**src/rtl/seg7_scan_driver.sv**
```systemverilog
// Four-digit multiplexed 7-segment scan driver.
// Captures a BCD frame once per scan cycle, strobes one digit per slot with
// an all-off guard interval at the start of each slot, and optionally blanks
// leading zeros. Segment and digit-enable outputs are active-low.
module seg7_scan_driver #(
    parameter int SCAN_DIV = 12500,
    parameter int GUARD    = 64
) (
    input  logic        clk_50mhz,
    input  logic        rst,
    input  logic        en,
    input  logic        lzb_en,
    input  logic [15:0] bcd,
    output logic [6:0]  seg,
    output logic [3:0]  key0,
    output logic        frame_done
);

    localparam int PRESC_W = $clog2(SCAN_DIV);
    localparam int GUARD_W = $clog2(GUARD + 1);
    localparam logic [PRESC_W-1:0] PRESC_MAX  = PRESC_W'(SCAN_DIV - 1);
    localparam logic [GUARD_W-1:0] GUARD_LOAD = GUARD_W'(GUARD);
    localparam logic [6:0]         SEG_OFF    = 7'b1111111;
    localparam logic [3:0]         KEY_OFF    = 4'b1111;

    // Active-low {a,b,c,d,e,f,g} pattern for one nibble; non-BCD codes are dark.
    function automatic logic [6:0] bcd_to_seg(input logic [3:0] digit);
        logic [6:0] pattern;
        case (digit)
            4'd0:    pattern = 7'b0000001;
            4'd1:    pattern = 7'b1001111;
            4'd2:    pattern = 7'b0010010;
            4'd3:    pattern = 7'b0000110;
            4'd4:    pattern = 7'b1001100;
            4'd5:    pattern = 7'b0100100;
            4'd6:    pattern = 7'b1100000;
            4'd7:    pattern = 7'b0001111;
            4'd8:    pattern = 7'b0000000;
            4'd9:    pattern = 7'b0001100;
            default: pattern = 7'b1111111;
        endcase
        return pattern;
    endfunction

    logic [PRESC_W-1:0] presc_r;
    logic [1:0]         idx_r;
    logic [GUARD_W-1:0] guard_r;
    logic [15:0]        shadow_r;
    logic [6:0]         seg_r;
    logic [3:0]         key0_r;
    logic               frame_done_r;

    logic               tick_s;
    logic               frame_end_s;
    logic [3:0]         digit_s;
    logic               zero_3_s;
    logic               zero_32_s;
    logic               zero_321_s;
    logic               lz_blank_s;
    logic [6:0]         seg_next_s;
    logic [3:0]         key0_next_s;

    assign tick_s      = en && (presc_r == PRESC_MAX);
    assign frame_end_s = tick_s && (idx_r == 2'd3);

    // Leading-zero chain: digit i is a leading zero if it and all higher digits are 0.
    assign zero_3_s   = (shadow_r[15:12] == 4'd0);
    assign zero_32_s  = zero_3_s  && (shadow_r[11:8] == 4'd0);
    assign zero_321_s = zero_32_s && (shadow_r[7:4]  == 4'd0);

    // Slot prescaler: free-runs 0..SCAN_DIV-1 while enabled, holds while disabled.
    always_ff @(posedge clk_50mhz) begin
        if (rst) begin
            presc_r <= '0;
        end else if (en) begin
            if (presc_r == PRESC_MAX) begin
                presc_r <= '0;
            end else begin
                presc_r <= presc_r + PRESC_W'(1);
            end
        end else begin
            presc_r <= presc_r;
        end
    end

    // Digit slot index advances once per slot tick.
    always_ff @(posedge clk_50mhz) begin
        if (rst) begin
            idx_r <= 2'd0;
        end else if (tick_s) begin
            idx_r <= idx_r + 2'd1;
        end else begin
            idx_r <= idx_r;
        end
    end

    // Guard counter: reload at each slot start, count down to zero while enabled.
    always_ff @(posedge clk_50mhz) begin
        if (rst) begin
            guard_r <= GUARD_LOAD;
        end else if (tick_s) begin
            guard_r <= GUARD_LOAD;
        end else if (en && (guard_r != '0)) begin
            guard_r <= guard_r - GUARD_W'(1);
        end else begin
            guard_r <= guard_r;
        end
    end

    // Frame capture: bcd is sampled only at the end of a full frame so a frame never tears.
    always_ff @(posedge clk_50mhz) begin
        if (rst) begin
            shadow_r     <= 16'h0000;
            frame_done_r <= 1'b0;
        end else begin
            frame_done_r <= frame_end_s;
            if (frame_end_s) begin
                shadow_r <= bcd;
            end else begin
                shadow_r <= shadow_r;
            end
        end
    end

    // Select the captured digit and its leading-zero status for the current slot.
    always_comb begin
        digit_s    = 4'd0;
        lz_blank_s = 1'b0;
        case (idx_r)
            2'd0: begin
                digit_s    = shadow_r[3:0];
                lz_blank_s = 1'b0;
            end
            2'd1: begin
                digit_s    = shadow_r[7:4];
                lz_blank_s = lzb_en && zero_321_s;
            end
            2'd2: begin
                digit_s    = shadow_r[11:8];
                lz_blank_s = lzb_en && zero_32_s;
            end
            2'd3: begin
                digit_s    = shadow_r[15:12];
                lz_blank_s = lzb_en && zero_3_s;
            end
            default: begin
                digit_s    = 4'd0;
                lz_blank_s = 1'b0;
            end
        endcase
    end

    // Next output values: dark during guard or when disabled, else strobe the slot digit.
    always_comb begin
        seg_next_s  = SEG_OFF;
        key0_next_s = KEY_OFF;
        if (en && (guard_r == '0)) begin
            case (idx_r)
                2'd0:    key0_next_s = 4'b1110;
                2'd1:    key0_next_s = 4'b1101;
                2'd2:    key0_next_s = 4'b1011;
                2'd3:    key0_next_s = 4'b0111;
                default: key0_next_s = KEY_OFF;
            endcase
            if (lz_blank_s) begin
                seg_next_s = SEG_OFF;
            end else begin
                seg_next_s = bcd_to_seg(digit_s);
            end
        end else begin
            seg_next_s  = SEG_OFF;
            key0_next_s = KEY_OFF;
        end
    end

    // Output registers keep the pins glitch-free.
    always_ff @(posedge clk_50mhz) begin
        if (rst) begin
            seg_r  <= SEG_OFF;
            key0_r <= KEY_OFF;
        end else begin
            seg_r  <= seg_next_s;
            key0_r <= key0_next_s;
        end
    end

    assign seg        = seg_r;
    assign key0       = key0_r;
    assign frame_done = frame_done_r;

endmodule

```
**config.mk**
```make
export PLATFORM = sky130hd
export DESIGN_NAME = seg7_scan_driver
export DESIGN_NICKNAME = d
export VERILOG_FILES = /design/src/rtl/seg7_scan_driver.sv
export SDC_FILE = /design/constraint.sdc
export NUM_CORES = 1
export LEC_CHECK = 0
export ABC_CLOCK_PERIOD_IN_PS = 4200
export BUFFER_PORTS_ARGS = -buffer_cell sky130_fd_sc_hd__buf_2
export CAP_MARGIN = 20
export CORE_UTILIZATION = 49
export CTS_CLUSTER_DIAMETER = 80
export DETAILED_ROUTE_END_ITERATION = 16
export GPL_TIMING_DRIVEN = 0
export PLACE_DENSITY = 0.81
export SLEW_MARGIN = 20
export SYNTH_ARGS = -nofsm -noshare
export SYNTH_HDL_FRONTEND = slang
export SYNTH_SLANG_ARGS = --single-unit
```
**constraint.sdc**
```tcl
create_clock -name clk_50mhz -period 4.2 [get_ports clk_50mhz]
set_input_delay 0.21 -clock clk_50mhz [delete_from_list [all_inputs] [get_ports clk_50mhz]]
set_output_delay 0.21 -clock clk_50mhz [all_outputs]
set_load 0.03 [all_outputs]
```
## Word level (Yosys, flattened, before mapping)

Memory sizes are Yosys's and may differ from the RTL's. A register that Yosys moved wholly into a read port is not among the register bits.
Index checks and enable logic that the tools add are counted.
Widths: inputs -> output; s select.

- Flip-flop bits (word level): 44
- Latch bits: 0
- Memory bits (writable): 0
- Memory bits (read-only): 112
- Input bits: 20
- Output and inout bits: 12
- Logic and storage cells: 37
- Memories kept: 1

Memories:

| memory | words | width | read ports | clocked after memory_dff | write ports | RTL line | source |
|---|---|---|---|---|---|---|---|
| (name not given) | 16 | 7 | 1 | 1 | 0 | 29 | `case (digit)` |

- $add $sub $neg: 3
- Multiply operators: 0
- Div/mod/pow operators: 0
- $lt $le $gt $ge: 0
- Eq/ne operators: 4
- Shift-type cells: 0
- Mux-type cells: 4
- Bitwise gates (word level): 1
- Reductions and logical operators: 18

Operators by type and width:

| kind | count |
|---|---|
| $pmux 4 s4 | 2 |
| $add 14x1->14 const B | 1 |
| $eq 14x14->1 const B | 1 |
| $mux 14 | 1 |
| $logic_not 4->1 | 3 |
| $logic_and 1x1->1 | 9 |
| $logic_not 7->1 | 1 |
| $reduce_bool 7->1 | 1 |
| $sub 7x1->7 const B | 1 |
| $eq 2x2->1 const B | 2 |
| $pmux 1 s4 | 1 |
| $reduce_or 2->1 | 2 |
| $reduce_or 3->1 | 1 |
| $add 2x1->2 const B | 1 |
| $eq 2x1->1 const B | 1 |
| $logic_not 2->1 | 1 |
| $not 1->1 | 1 |

## Depth between registers and ports, before layout

- Word-level depth: 6
- Mapped depth: 10
- Mapped depth without buffers: 10

## Least setup slack after synthesis

Ideal clock, no wire load.

- Path kind: reg-to-reg
- From: register idx_r[0]
- To: register seg_r[6], in the netlist seg[6]
- Library setup time: 122 ps
- Arrival time: 1941 ps
- Data required time: 4078 ps
- Slack: 2137 ps
- Stages on the path, launching flop included: 11
- Path buffers: 0
- Clock period less this slack: 2063 ps
- Path through: dfxtp_1 -> inv_1 -> ha_1 -> a222oi_1 -> nand2_1 -> o21ai_0 -> inv_1 -> ha_1 -> nand2b_1 -> a21oi_1 -> o21ai_0

- Word-level cells in the longest chain between the ends: 3
- Elaborated cells on any way between the ends: 7
- Classes of those cells: eq/ne (3); mux (2); reduce/logical (2)

Ends and longest elaborated chain:

| item | RTL line | source |
|---|---|---|
| start, declared | 46 | `logic [1:0] idx_r;` |
| start signal, assigned | 91 | `idx_r <= idx_r + 2'd1;` |
| start signal, assigned | 93 | `idx_r <= idx_r;` |
| $eq 2x2->1, or another cell as far along | 129 | `case (idx_r)` |
| $pmux 1 s4 | 129 |  |
| $reduce_or 3->1 (no line) | n/a |  |
| end, declared | 49 | `logic [6:0] seg_r;` |

Parallel ways exist; a longest one is shown, timed or not.
A chain may end at the register's enable or synchronous reset.

## Final worst setup path

Ends and elaborated chain as after synthesis.

==> results by group <==
Status
  – Status: complete, no violations

Synth
  – Yosys reg bits: 51
  – Synth top area share: 43.9%
  – Async S/R FF share, synth: 0%
  – Synth area leader: dfxtp_1
  – Synth Cell Area: 2330 um2
  – Warnings from Yosys: 0
  – Most common cell in the synthesized netlist: dfxtp_1
  – Syn_area_per_cell: 9.24 um2
  – Syn_nets: 285
  – Netlist cell types: 38
  – Number of flops mapped to enable cells by yosys: 0
  – Top FF cell, synth: dfxtp_1
  – Post-Synthesis Cells: 252
  – Most frequent cells after synthesis: 51 x dfxtp_1, 48 x nor2_1, 18 x mux2i_1, 18 x nand2_1, 13 x ha_1
  – Synth top area cells: dfxtp_1 44%, mux2i_1 7.7%, nor2_1 7.7%
  – Sequential share of the synthesized area: 43.9%

Clock tree
  – TritonCTS Buffers: 5
  – Clk Latency, worst-skew pair: 300 ps
  – Post-CTS setup buffer count: 0
  – CTS resizes: 0
  – # hold bufs at CTS: 0
  – Clock Tree Buf Depth: 2
  – Root buffer cell: clkbuf_8
  – Clock-pin slew on the worst setup and hold paths: 80 ps
  – CTS Sinks: 51
  – CTS tree: done
  – CTS HTree Levels: 2

STA
  – Fmax: 0.419 GHz
  – Setup TNS: 0 ps
  – Worst Tran Pin Value: 740 ps
  – Final period utilization: 56.9%
  – Final Hold Fails: 0
  – # setup viols final: 0
  – Unrepaired setup endpoints after global routing: false
  – Minimum clock period: 2390 ps
  – Relative slew slack: 50.2%
  – Clock skew: 3.17 ps
  – Fin. max-slew vios: 0

Global route
  – Largest net degree at the start of global routing: 15
  – First-pass GRT wire length: 7.42 mm
  – Initial antenna violation count: 0
  – Vias in the first global route: 1,665
  – GRT Util Overall: 18.9%
  – Total gr overflow: 0

Layout
  – Post-route insts no fill: 343
  – Area growth syn-to-layout: 13.0%
  – Register Area: 1020 um2
  – N_diodes: 0
  – Share of cells above drive strength 1: 16.2%
  – Fin nets: 323
  – Fill count: 386
  – Core Util, Final: 59.1%
  – Multi-input gate area: 1230 um2

Detailed routing
  – Detailed-route via count: 1,822
  – Antenna-violating nets left: 0
  – Drt drc: 0
  – Wire per inst: 12.6 um
  – TritonRoute pass-1 iters: 7
  – Via density: 5.31
  – Final wirelength: 4.32 mm
  – DRT iter0 DRCs: 113

Floorplan
  – Core area: 4440 um2
  – Die width: 70.9 um
  – FP Rows: 24
  – Die ar.: 5030 um2
  – I/O pin cnt: 32
  – Die Span Y: 70.9 um
  – Initial cell density of the core: 52.4%

Run
  – Max Cap Viol: 0

Setup path
  – Worst Path Required: 4400 ps
  – Worst Path Class, Setup: flop to flop
  – Crit. End Element: flop
  – Crit path largest cell delay: 380 ps
  – CP max stage cell: dfxtp_1
  – Worst-path fanout max: 6
  – Critical Path AT: 2580 ps
  – Worst Setup Start Kind: flop
  – Crit-path cells: inv_1 -> ha_1 -> a222oi_1 -> nand2_1 -> o21ai_0 -> inv_1 -> ha_1 -> nand2b_1 -> a21oi_1 -> o21ai_0

Placed design
  – Post-DP HPWL: 3.24 mm
  – Port buffer count: 31
  – Routability Congestion: 0.810
  – Placed Cells: 335

Power and ir drop
  – Pleak: 1.14 nW
  – Peak supply drop: 0.258 mV
  – PwrDens: 349 nW/um2

Hold path
  – Hold Path Class: input port to flop
-- cells in the final DEF (no fill, tap or decap), drive strengths merged --
cell type | synthesis | final
a21bo | 1 | 1
a21o | 1 | 1
a21oi | 11 | 11
a222oi | 3 | 3
a22oi | 1 | 1
and2 | 1 | 1
and3 | 2 | 2
and4 | 1 | 1
and4bb | 1 | 1
buf | 3 | 34
clkbuf | 5 | 12
clkinv | 0 | 1
dfxtp | 51 | 51
ha | 13 | 13
inv | 9 | 9
mux2i | 18 | 18
nand2 | 18 | 18
nand2b | 6 | 6
nand3 | 3 | 3
nand4 | 4 | 4
nor2 | 48 | 48
nor2b | 4 | 4
nor3 | 5 | 5
nor4 | 5 | 5
nor4b | 2 | 2
o2111ai | 1 | 1
o211ai | 1 | 1
o21a | 1 | 1
o21ai | 8 | 8
o22ai | 1 | 1
or2 | 1 | 1
or3 | 1 | 1
or4 | 2 | 2
xnor2 | 12 | 12
xor2 | 8 | 8
-- cell families (layout without fill, tap and decap cells) --
logic type,count (synthesis),in the layout,share of synthesized area (%)
compound gates,29,29,8.23
xor+xnor,20,20,7.53
fa+ha+maj,13,13,6.99
buf+inv,17,56,3.44
flops,51,51,43.9
mux,18,18,7.74
simple gates,104,104,22.2
-- per-stage QoR --
step | hold WS [ps] | cell area (um2) | setup slack [ps] | power (mW)
detailed placement | 447 | 2550 | 1820 | 0.657
finish | 136 | 2630 | 1810 | 0.917
global placement | 441 | 2550 | 1920 | 0.652
CTS | 123 | 2630 | 1800 | 0.927
floorplan | 326 | 2330 | 2140 | 0.628
global route | 128 | 2630 | 1560 | 0.966
-- per-layer routing --
metal	vias up	GRT usage (%)	routed length, um	share of wire, %
li1	926	-	-	-
met1	854	24.7	2100	49
met2	40	29.2	2000	46
met3	2	6.13	196	4.5
met4	0	7.33	29	0.67
met5	-	0	0	0
-- final cells by class --
| class | count | area share (%) |
|---|---|---|
| Buffer | 8 | 1.76 |
| Clock buffer | 7 | 2.90 |
| Clock inverter | 1 | 0.190 |
| Inverter | 9 | 1.29 |
| Multi-Input combinational cell | 184 | 46.6 |
| Sequential cell | 51 | 38.8 |
| Tap cell | 52 | 2.48 |
| Timing Repair Buffer | 31 | 5.90 |
-- worst max-delay path, delay by kind of cell, from the launching register on --
kind / cells / cell delay (ps)
DFF: 1 / 380
buffers and inverters: 2 / 250
AOI/OAI and AO/OA: 4 / 900
adders and majority gates: 2 / 510
and+or+nand+nor: 2 / 240
-- power breakdown --
| part | switching (mW) | leakage (nW) | internal, mW | total, mW |
|---|---|---|---|---|
| clock | 0.153 | 0.0422 | 0.117 | 0.270 |
| sequential | 0.0195 | 0.413 | 0.506 | 0.526 |
| combinational | 0.0645 | 0.689 | 0.0570 | 0.122 |
-- sequential cells by signal, indices dropped and copies added, names as in the netlist --
name / cells
shadow_r: 16
idx_r: 2
frame_done: 1
presc_r: 14
seg: 7
key0: 4
guard_r: 7
-- worst paths after layout --
check	start	end	slack, ps	depth (start not counted)
worst max-delay path	idx_r[0]	seg[6]	1810	10
worst min-delay path	bcd[12]	shadow_r[12]	140	3
worst max register to register	idx_r[0]	seg[6]	1810	10
worst min register to register	guard_r[6]	guard_r[6]	520	2
No activity file was read; power rests on OpenSTA's default activity.
